## config.mk

```make
export PLATFORM = sky130hd
export DESIGN_NAME = bsg_fifo_rate_bridge
export DESIGN_NICKNAME = d
export VERILOG_FILES = /design/src/rtl/bsg_fifo_rate_bridge_pkg.sv /design/src/rtl/bsg_fifo_rate_bridge_phase_ctr.sv /design/src/rtl/bsg_fifo_rate_bridge.sv
export SDC_FILE = /design/constraint.sdc
export NUM_CORES = 1
export LEC_CHECK = 0
export CAP_MARGIN = 10
export CELL_PAD_IN_SITES_DETAIL_PLACEMENT = 1
export CELL_PAD_IN_SITES_GLOBAL_PLACEMENT = 1
export CORE_ASPECT_RATIO = 1.25
export CORE_MARGIN = 2
export CORE_UTILIZATION = 44
export CTS_CLUSTER_SIZE = 8
export DETAILED_ROUTE_END_ITERATION = 6
export PLACE_DENSITY = 0.81
export SLEW_MARGIN = 20
export SYNTH_ARGS = -nofsm -noshare
export SYNTH_HDL_FRONTEND = slang
export SYNTH_HIERARCHICAL = 1
export SYNTH_SLANG_ARGS = --single-unit
export TNS_END_PERCENT = 50
```

## constraint.sdc

```tcl
create_clock -name clk_i -period 4.2 [get_ports clk_i]
set_input_delay 0.84 -clock clk_i [delete_from_list [all_inputs] [get_ports clk_i]]
set_output_delay 0.84 -clock clk_i [all_outputs]
set_load 0.01 [all_outputs]
```

## src/rtl/bsg_fifo_rate_bridge_pkg.sv

```systemverilog
// Shared sizing helpers for the rate-adapting FIFO bridge.
package bsg_fifo_rate_bridge_pkg;

   // Bits needed to index n entries, never less than one.
   function automatic int safe_clog2(input int n);
      if (n <= 1) begin
         return 1;
      end else begin
         return $clog2(n);
      end
   endfunction

   // Bits needed to hold the value n itself.
   function automatic int width_of(input int n);
      return $clog2(n + 1);
   endfunction

endpackage

```

## src/rtl/bsg_fifo_rate_bridge_phase_ctr.sv

```systemverilog
// Free-running phase counter; tick_o is high whenever the phase is zero.
module bsg_fifo_rate_phase_ctr
   import bsg_fifo_rate_bridge_pkg::*;
#(
   parameter int period_p = 1
)(
   input  logic clk_i,
   input  logic reset_i,
   output logic tick_o
);

   localparam int pw_lp = safe_clog2(period_p);
   localparam logic [pw_lp-1:0] last_lp = pw_lp'(period_p - 1);

   logic [pw_lp-1:0] ph_q, ph_d;

   // wrap explicitly at period-1 so any integer period works
   always_comb begin
      ph_d = ph_q;
      if (ph_q == last_lp) begin
         ph_d = '0;
      end else begin
         ph_d = ph_q + pw_lp'(1);
      end
   end

   // phase register
   always_ff @(posedge clk_i) begin
      if (reset_i) begin
         ph_q <= '0;
      end else begin
         ph_q <= ph_d;
      end
   end

   assign tick_o = (ph_q == '0);

endmodule

```

## src/rtl/bsg_fifo_rate_bridge.sv

```systemverilog
// Single-clock FIFO bridging an A-tick write port to a B-tick read port.
// Define BSG_FIFO_RATE_BRIDGE_BYPASS_EN to let a push load an idle output register directly.
module bsg_fifo_rate_bridge
   import bsg_fifo_rate_bridge_pkg::*;
#(
   parameter int width_p    = 32,
   parameter int els_p      = 4,
   parameter int a_period_p = 1,
   parameter int b_period_p = 2
)(
   input  logic               clk_i,
   input  logic               reset_i,
   input  logic [width_p-1:0] a_data_i,
   input  logic               a_v_i,
   output logic               a_ready_and_o,
   output logic               a_tick_o,
   output logic [width_p-1:0] b_data_o,
   output logic               b_v_o,
   input  logic               b_ready_and_i,
   output logic               b_tick_o
);

   localparam int ring_els_lp = els_p - 1;
   localparam int ptr_w_lp    = safe_clog2(ring_els_lp);
   localparam int cnt_w_lp    = width_of(els_p);
   localparam logic [ptr_w_lp-1:0] last_ptr_lp = ptr_w_lp'(ring_els_lp - 1);
   localparam logic [cnt_w_lp-1:0] els_lp      = cnt_w_lp'(els_p);
   localparam logic [cnt_w_lp-1:0] els_m1_lp   = cnt_w_lp'(els_p - 1);

   logic [width_p-1:0]  mem_q [ring_els_lp];
   logic [ptr_w_lp-1:0] wr_ptr_q, wr_ptr_d, rd_ptr_q, rd_ptr_d;
   logic [cnt_w_lp-1:0] count_q, count_d;
   logic                out_v_q, out_v_d, a_ready_q, a_ready_d;
   logic [width_p-1:0]  out_data_q, out_data_d;
   logic                a_tick, b_tick, push, pop, load, bypass, ring_empty, ring_wr;

   function automatic logic [ptr_w_lp-1:0] ptr_inc(input logic [ptr_w_lp-1:0] p);
      if (p == last_ptr_lp) begin
         return '0;
      end else begin
         return p + ptr_w_lp'(1);
      end
   endfunction

   bsg_fifo_rate_phase_ctr #(.period_p(a_period_p)) a_ctr (
      .clk_i(clk_i), .reset_i(reset_i), .tick_o(a_tick));
   bsg_fifo_rate_phase_ctr #(.period_p(b_period_p)) b_ctr (
      .clk_i(clk_i), .reset_i(reset_i), .tick_o(b_tick));

   // handshake decode, occupancy and output-register next state
   always_comb begin
      push       = a_tick & a_v_i & a_ready_q;
      pop        = b_tick & out_v_q & b_ready_and_i;
      load       = b_tick & (pop | ~out_v_q);
      ring_empty = (count_q == {{(cnt_w_lp-1){1'b0}}, out_v_q});
`ifdef BSG_FIFO_RATE_BRIDGE_BYPASS_EN
      bypass     = push & load & ring_empty;
`else
      bypass     = 1'b0;
`endif
      ring_wr    = push & ~bypass;
      wr_ptr_d   = wr_ptr_q;
      rd_ptr_d   = rd_ptr_q;
      out_v_d    = out_v_q;
      out_data_d = out_data_q;
      a_ready_d  = a_ready_q;

      case ({push, pop})
         2'b10:   count_d = count_q + cnt_w_lp'(1);
         2'b01:   count_d = count_q - cnt_w_lp'(1);
         default: count_d = count_q;
      endcase

      if (ring_wr) begin
         wr_ptr_d = ptr_inc(wr_ptr_q);
      end else begin
         wr_ptr_d = wr_ptr_q;
      end

      if (load && !ring_empty) begin
         out_v_d    = 1'b1;
         out_data_d = mem_q[rd_ptr_q];
         rd_ptr_d   = ptr_inc(rd_ptr_q);
      end else if (load && bypass) begin
         out_v_d    = 1'b1;
         out_data_d = a_data_i;
      end else if (load) begin
         out_v_d    = 1'b0;
      end else begin
         out_v_d    = out_v_q;
      end

      // the ring alone holds els_p-1, so a full ring behind an empty output register is also full
      if (a_tick) begin
         a_ready_d = (count_d < els_lp) && !(!out_v_d && (count_d == els_m1_lp));
      end else begin
         a_ready_d = a_ready_q;
      end
   end

   // control and output registers
   always_ff @(posedge clk_i) begin
      if (reset_i) begin
         wr_ptr_q   <= '0;
         rd_ptr_q   <= '0;
         count_q    <= '0;
         out_v_q    <= 1'b0;
         out_data_q <= '0;
         a_ready_q  <= 1'b1;
      end else begin
         wr_ptr_q   <= wr_ptr_d;
         rd_ptr_q   <= rd_ptr_d;
         count_q    <= count_d;
         out_v_q    <= out_v_d;
         out_data_q <= out_data_d;
         a_ready_q  <= a_ready_d;
      end
   end

   // ring storage, contents need no reset
   always_ff @(posedge clk_i) begin
      if (ring_wr) begin
         mem_q[wr_ptr_q] <= a_data_i;
      end
   end

   assign a_ready_and_o = a_ready_q;
   assign a_tick_o      = a_tick;
   assign b_v_o         = out_v_q;
   assign b_data_o      = out_data_q;
   assign b_tick_o      = b_tick;

endmodule

```

==> results.cfg, run 1 <==
[critical_path]
reg2regPathDepth = 7
start_kind = primary input
cp_max_fo = 6
worstPathRequired_ns = 4.50
crit_arrival_ns = 3.06
path_class = in2reg
cp-end-kind = flop
r2r-start = a_ctr/ph_q$_SDFF_PP0_
r2r-end = a_ready_and_o$_SDFFE_PP1P_
worstSetupStartpoint = a_v_i
r2r_slack_ns = 1.92

[clocking]
cts_buffers = 17
cts.sinks = 139
clk_path_buf_depth = 2
tritoncts = yes
cts.repair.resized = 0
htree_levels = 4
clk_latency_ns = 0.42
cts_setup_buffers = 0
path_clk_slew_ns = 0.06
cts_root_buffer = clkbuf_16
cts_hold_buf = 0

[yosys]
synth_async_sr_flop_share = 0
yosysWarnings = 6
yosysUniqueCellTypes = 33
synth_compound_area_frac = 0.0781
synthMuxAreaShare = 0.0637
synthSimpleGateAreaFrac = 0.0941
synth-edff-count = 96
syn-cell-area_sq_mm = 0.00519
ys_seq_area_frac = 0.722
avgSynthCellArea_sq_um = 13.0
syn_nets = 436
ys_seq_elements = 139
synth-adder-area-share = 0.00627
synth_cells = 398
synth_top_flop_cell = edfxtp_1
synth_top_family_by_area = simple AND/OR/NAND/NOR gates
yosys.area_share.xor_xnor = 0.00820

[routing]
drtPass1Iterations = 4
wl_mm = 12.1
drc_errors = 0
drt-initial-drc-count = 180
ant_nets = 0
num_vias = 3339
wl_per_cell_microns = 19.4
drt-vias-per-instance = 5.38

[sta]
setup_viol = 0
min_period_ns = 2.76
slew-limit-headroom = 0.400
fin_ws_ns = 1.44
fmax_mhz = 362
report.final.slew_viol_count = 0
tns_ns = 0
rsz0062_at_grt = false
hold_viol = 0
worstMarginPinSlew_ns = 0.898
finalClockSkew_ns = 0.00774
finalCritPeriodShare = 0.657

[floorplanning]
die_area_sq_mm = 0.0127
coreArea_sq_mm = 0.0116
die_y_microns = 125
start_util = 0.449
num_rows = 44
die_width_microns = 101
io_pins = 72

[min_path]
hold_end = b_ctr/ph_q$_SDFF_PP0_
hold_path_class = reg2reg
hold_path_depth = 1
min-delay-start = b_ctr/ph_q$_SDFF_PP0_

[placement]
gp_congestion = 0.749
place_ws_ns = 1.07
placedCellCount = 589
port_buffers = 71
place.detailed.hpwl_mm = 6.51

[global_routing]
grt_overflow_total = 0
grtUsageTotal = 0.206
antenna_found_initial = 0
grt_pass1_wl_mm = 19.5
grt_pass1_vias = 3717
grt_max_degree = 68

[pwr]
p_leak_nw = 2.19
pwr_density_cell_mw_per_mm2 = 551
peakVddDrop_mv = 0.268

[finish]
final_common_cell = nand2_1
multi_input_area_sq_mm = 0.00131
mostFrequentLayoutCells = nand2_1 (100), edfxtp_1 (96), clkdlybuf4s50_1 (70)
nets = 508
area_growth_pct = 27.7
regArea_sq_mm = 0.00375
fin_cells = 621
drive_above_1_share = 0.0911
n_antenna_cell = 0
num-fill-cells = 1129

[job]
cap_violations = 0

[run_status]
status = finished clean
flip-flops by register name, summed over array words and instances, names as in the netlist:
name,cells
count_q,3
b_data_o,32
a_ready_and_o,1
b_ctr/ph_q,1
a_ctr/ph_q,1
rd_ptr_q,2
b_v_o,1
mem_q,96
wr_ptr_q,2
kinds of logic (layout without fill, tap and decap cells):
| group | after synthesis | after routing |
|---|---|---|
| and+or+nand+nor | 121 | 121 |
| xor gates and xnor gates | 4 | 4 |
| DFF | 139 | 139 |
| AOI/OAI and AO/OA | 73 | 73 |
| other | 1 | 1 |
| adders and majority gates | 2 | 2 |
| buffers and inverters | 25 | 110 |
| muxes | 33 | 33 |
layer usage:
metal / share of wire / global-route usage / vias up
met5: 0 / 0 / -
met4: 0.029 / 0.110 / 0
met3: 0.033 / 0.0497 / 25
met2: 0.55 / 0.362 / 81
met1: 0.39 / 0.226 / 1678
li1: - / - / 1555
worst max-delay path by stage:
stage                                             to  slack (ns)  cells past startpoint
final                     a_ready_and_o$_SDFFE_PP1P_        1.44                      7
after global routing      a_ready_and_o$_SDFFE_PP1P_        1.37                      7
after CTS                 a_ready_and_o$_SDFFE_PP1P_        1.47                      7
after detailed placement  a_ready_and_o$_SDFFE_PP1P_        1.07                      7
after global placement    a_ready_and_o$_SDFFE_PP1P_        1.18                      7
after floorplan                mem_q[2][0]$_DFFE_PP_        0.30                      2
worst max-delay path, stage by stage:
cell and delay, ns:
clkdlybuf4s50_1 0.46, nand3_1 0.23, ha_1 0.34, fa_1 0.52, nor3b_1 0.21, o21ai_0 0.11
a311o_1 0.35
report_power, final:
part / total, W / switching (W) / internal [W]
logic: 0.000404 / 0.000206 / 0.000198
registers: 0.00162 / 0.0000841 / 0.00154
clock network: 0.00163 / 0.000562 / 0.00106
layout make-up:
class	count	area share
Sequential cell	139	0.566
Tap cell	138	0.0261
Inverter	3	0.00170
Clock buffer	19	0.0669
Clock inverter	13	0.0298
Multi-Input combinational cell	234	0.198
Timing Repair Buffer	75	0.111
stage by stage:
stage          total power [W]  hold slack, ns   util  cell area (sq um)
6_report               0.00365           0.419  0.573               6620
5_1_grt                0.00378           0.446  0.573               6620
4_1_cts                0.00368           0.416  0.573               6620
3_5_place_dp           0.00205           0.406  0.517               5980
3_3_place_gp           0.00203           0.404  0.517               5980
2_1_floorplan          0.00187           0.388      -               5190
Yosys cell counts (all sizes together) (2+ instances only):
master	number	area (sq um)
clkbuf	9	33.8
buf	13	96.3
dfxtp	43	861
nand2	100	375
nor2	9	33.8
nor3b	3	22.5
inv	3	11.3
xor2	2	25.0
o21ai	33	165
xnor2	2	17.5
edfxtp	96	2880
a21oi	36	184
and3	2	13.8
mux2i	33	330
No activity file was read; power rests on OpenSTA's default activity.
==> run 2, diff against run 1 <==
Settings changed: CORE_UTILIZATION 44 to 40, PLACE_DENSITY 0.81 to 0.78.
Clock period 4.2 ns to 2.3 ns, I/O delays scaled along.
==> run 2 against run 1 <==
  * Clock power is 73% higher
  * Largest cell class unchanged
  * Critical endpoint unchanged
  * Highest routed layer unchanged
  * Combinational power is 110% higher
  * Via count is 1.1% higher
  * Critical path type unchanged
  * First-iteration DRC count is 24% higher
==> results.cfg, run 2 (same netlist as run 1, synthesis figures left out) <==
[run_status]
status = finished clean

[floorplanning]
die_y_microns = 131
die_area_sq_mm = 0.0139
num_rows = 46
io_pins = 72
die_width_microns = 106
start_util = 0.410
coreArea_sq_mm = 0.0127

[min_path]
hold_path_class = reg2reg
hold_path_depth = 1
min-delay-start = b_ctr/ph_q$_SDFF_PP0_
hold_end = b_ctr/ph_q$_SDFF_PP0_

[sta]
setup_viol = 0
rsz0062_at_grt = false
report.final.slew_viol_count = 0
fmax_mhz = 453
hold_slack_ns = 0.414
finalClockSkew_ns = 0.00684
worstMarginPinSlew_ns = 0.891
min_period_ns = 2.21
slew-limit-headroom = 0.406
finalCritPeriodShare = 0.959
hold_viol = 0

[clocking]
cts_hold_buf = 0
clk_path_buf_depth = 2
tritoncts = yes
path_clk_slew_ns = 0.06
cts.sinks = 139
cts_setup_buffers = 0
cts.repair.resized = 0
cts_root_buffer = clkbuf_16
clk_latency_ns = 0.41
htree_levels = 4
cts_buffers = 17

[routing]
drt-vias-per-instance = 5.09
drt-initial-drc-count = 224
wl_met1_mm = 4.69
wl_mm = 12.3
drc_errors = 0
num_vias = 3377
wl_met2_mm = 6.83
wl_met3_microns = 341
wl_per_cell_microns = 18.5
ant_nets = 0
top_layer = met4
drtPass1Iterations = 4

[global_routing]
grt_pass1_vias = 3858
grt_overflow_total = 0
antenna_found_initial = 0
grt_pass1_wl_mm = 19.9
grtUsageTotal = 0.190
grt_max_degree = 43

[critical_path]
worstPathRequired_ns = 2.59
path_class = in2reg
path_cells = clkdlybuf4s50_1, nand3_1, ha_1, fa_1, nor3b_1, o21ai_0, a311o_1
reg2regPathDepth = 7
r2r-start = b_ctr/ph_q$_SDFF_PP0_
cpPeakStageDelay_ns = 0.52
crit_slowest_cell = fa_1
crit_arrival_ns = 2.50
start_kind = primary input
r2r-end = a_ready_and_o$_SDFFE_PP1P_
cp_max_fo = 2
r2r_slack_ns = 0.18
cp-end-kind = flop
path_delay_family = adder cells
path_buf_inv = 1

[placement]
place.detailed.hpwl_mm = 7.64
placedCellCount = 632
port_buffers = 71
gp_congestion = 0.736

[finish]
n_antenna_cell = 0
area_growth_pct = 30.7
num-fill-cells = 1290
drive_above_1_share = 0.117
final_common_cell = nand2_1
mostFrequentLayoutCells = nand2_1 (100), edfxtp_1 (96), clkdlybuf4s50_1 (70)
top_register = mem_q
nets = 521
fin_cells = 664
largest_reg_flops = 96

[pwr]
pwr_density_cell_mw_per_mm2 = 970
total_power_w = 0.00657
p_leak_nw = 2.25
peakVddDrop_mv = 0.539

[job]
cap_violations = 0
run 2: changes by cell type in the layout (fill, tap and decap cells not counted), moves of 2 or more:
| cell | previous run | this run |
|---|---|---|
| dfxtp_4 | 2 | 0 |
| buf_4 | 4 | 15 |
| bufinv_16 | 5 | 2 |
| clkbuf_16 | 17 | 19 |
| clkbuf_8 | 1 | 3 |
| buf_12 | 0 | 2 |
| dfxtp_2 | 0 | 2 |
run 2: cell type report:
cell class | instances | area [sq um] | share of cell area
clock inverters | 9 | 106 | 0.0157
clock buffers | 23 | 520 | 0.0768
multi-input cells | 234 | 1330 | 0.195
inverters | 3 | 11.3 | 0.00166
flip-flops and latches | 139 | 3750 | 0.553
well taps | 168 | 210 | 0.0310
repair buffers | 88 | 858 | 0.127
run 2: power by group:
group          leakage [nW]  switching [W]  internal (W)
Sequential             1.22       0.000110       0.00281
Combinational         0.724       0.000435      0.000400
Clock                 0.302        0.00101       0.00181
Total                  2.25        0.00155       0.00502
run 2: metal layers:
layer  up-vias  global-route usage
met3        30              0.0387
li1       1579                   -
met1      1688               0.204
met2        80               0.339
met5         -                   0
met4         0               0.113
run 2: worst reg2reg max path: stages, from the launching register on:
cell and delay (ns):
dfxtp_1 0.32, inv_1 0.10, and3_1 0.18, ha_1 0.21
fa_1 0.52, nor3b_1 0.21, o21ai_0 0.10, a311o_1 0.35
run 2: worst max path at each step:
| stage | startpoint | to | slack [ns] | cells after the start |
|---|---|---|---|---|
| after floorplan | a_v_i | mem_q[2][0]$_DFFE_PP_ | -0.11 | 2 |
| after global placement | b_ready_and_i | a_ready_and_o$_SDFFE_PP1P_ | -0.19 | 7 |
| after detailed placement | a_v_i | a_ready_and_o$_SDFFE_PP1P_ | -0.30 | 7 |
| after CTS | a_v_i | a_ready_and_o$_SDFFE_PP1P_ | 0.12 | 7 |
| after global routing | a_v_i | a_ready_and_o$_SDFFE_PP1P_ | 0.03 | 7 |
| final | a_v_i | a_ready_and_o$_SDFFE_PP1P_ | 0.09 | 7 |
run 2: through the flow:
step	util	setup WS (ns)	setup TNS [ns]	cell area, sq um
final	0.535	0.0937	0	6780
after global placement	0.486	-0.185	-0.185	6150
after CTS	0.535	0.124	0	6780
after global routing	0.535	0.0327	0	6780
after floorplan	-	-0.106	-6.23	5200
after detailed placement	0.486	-0.295	-0.369	6150
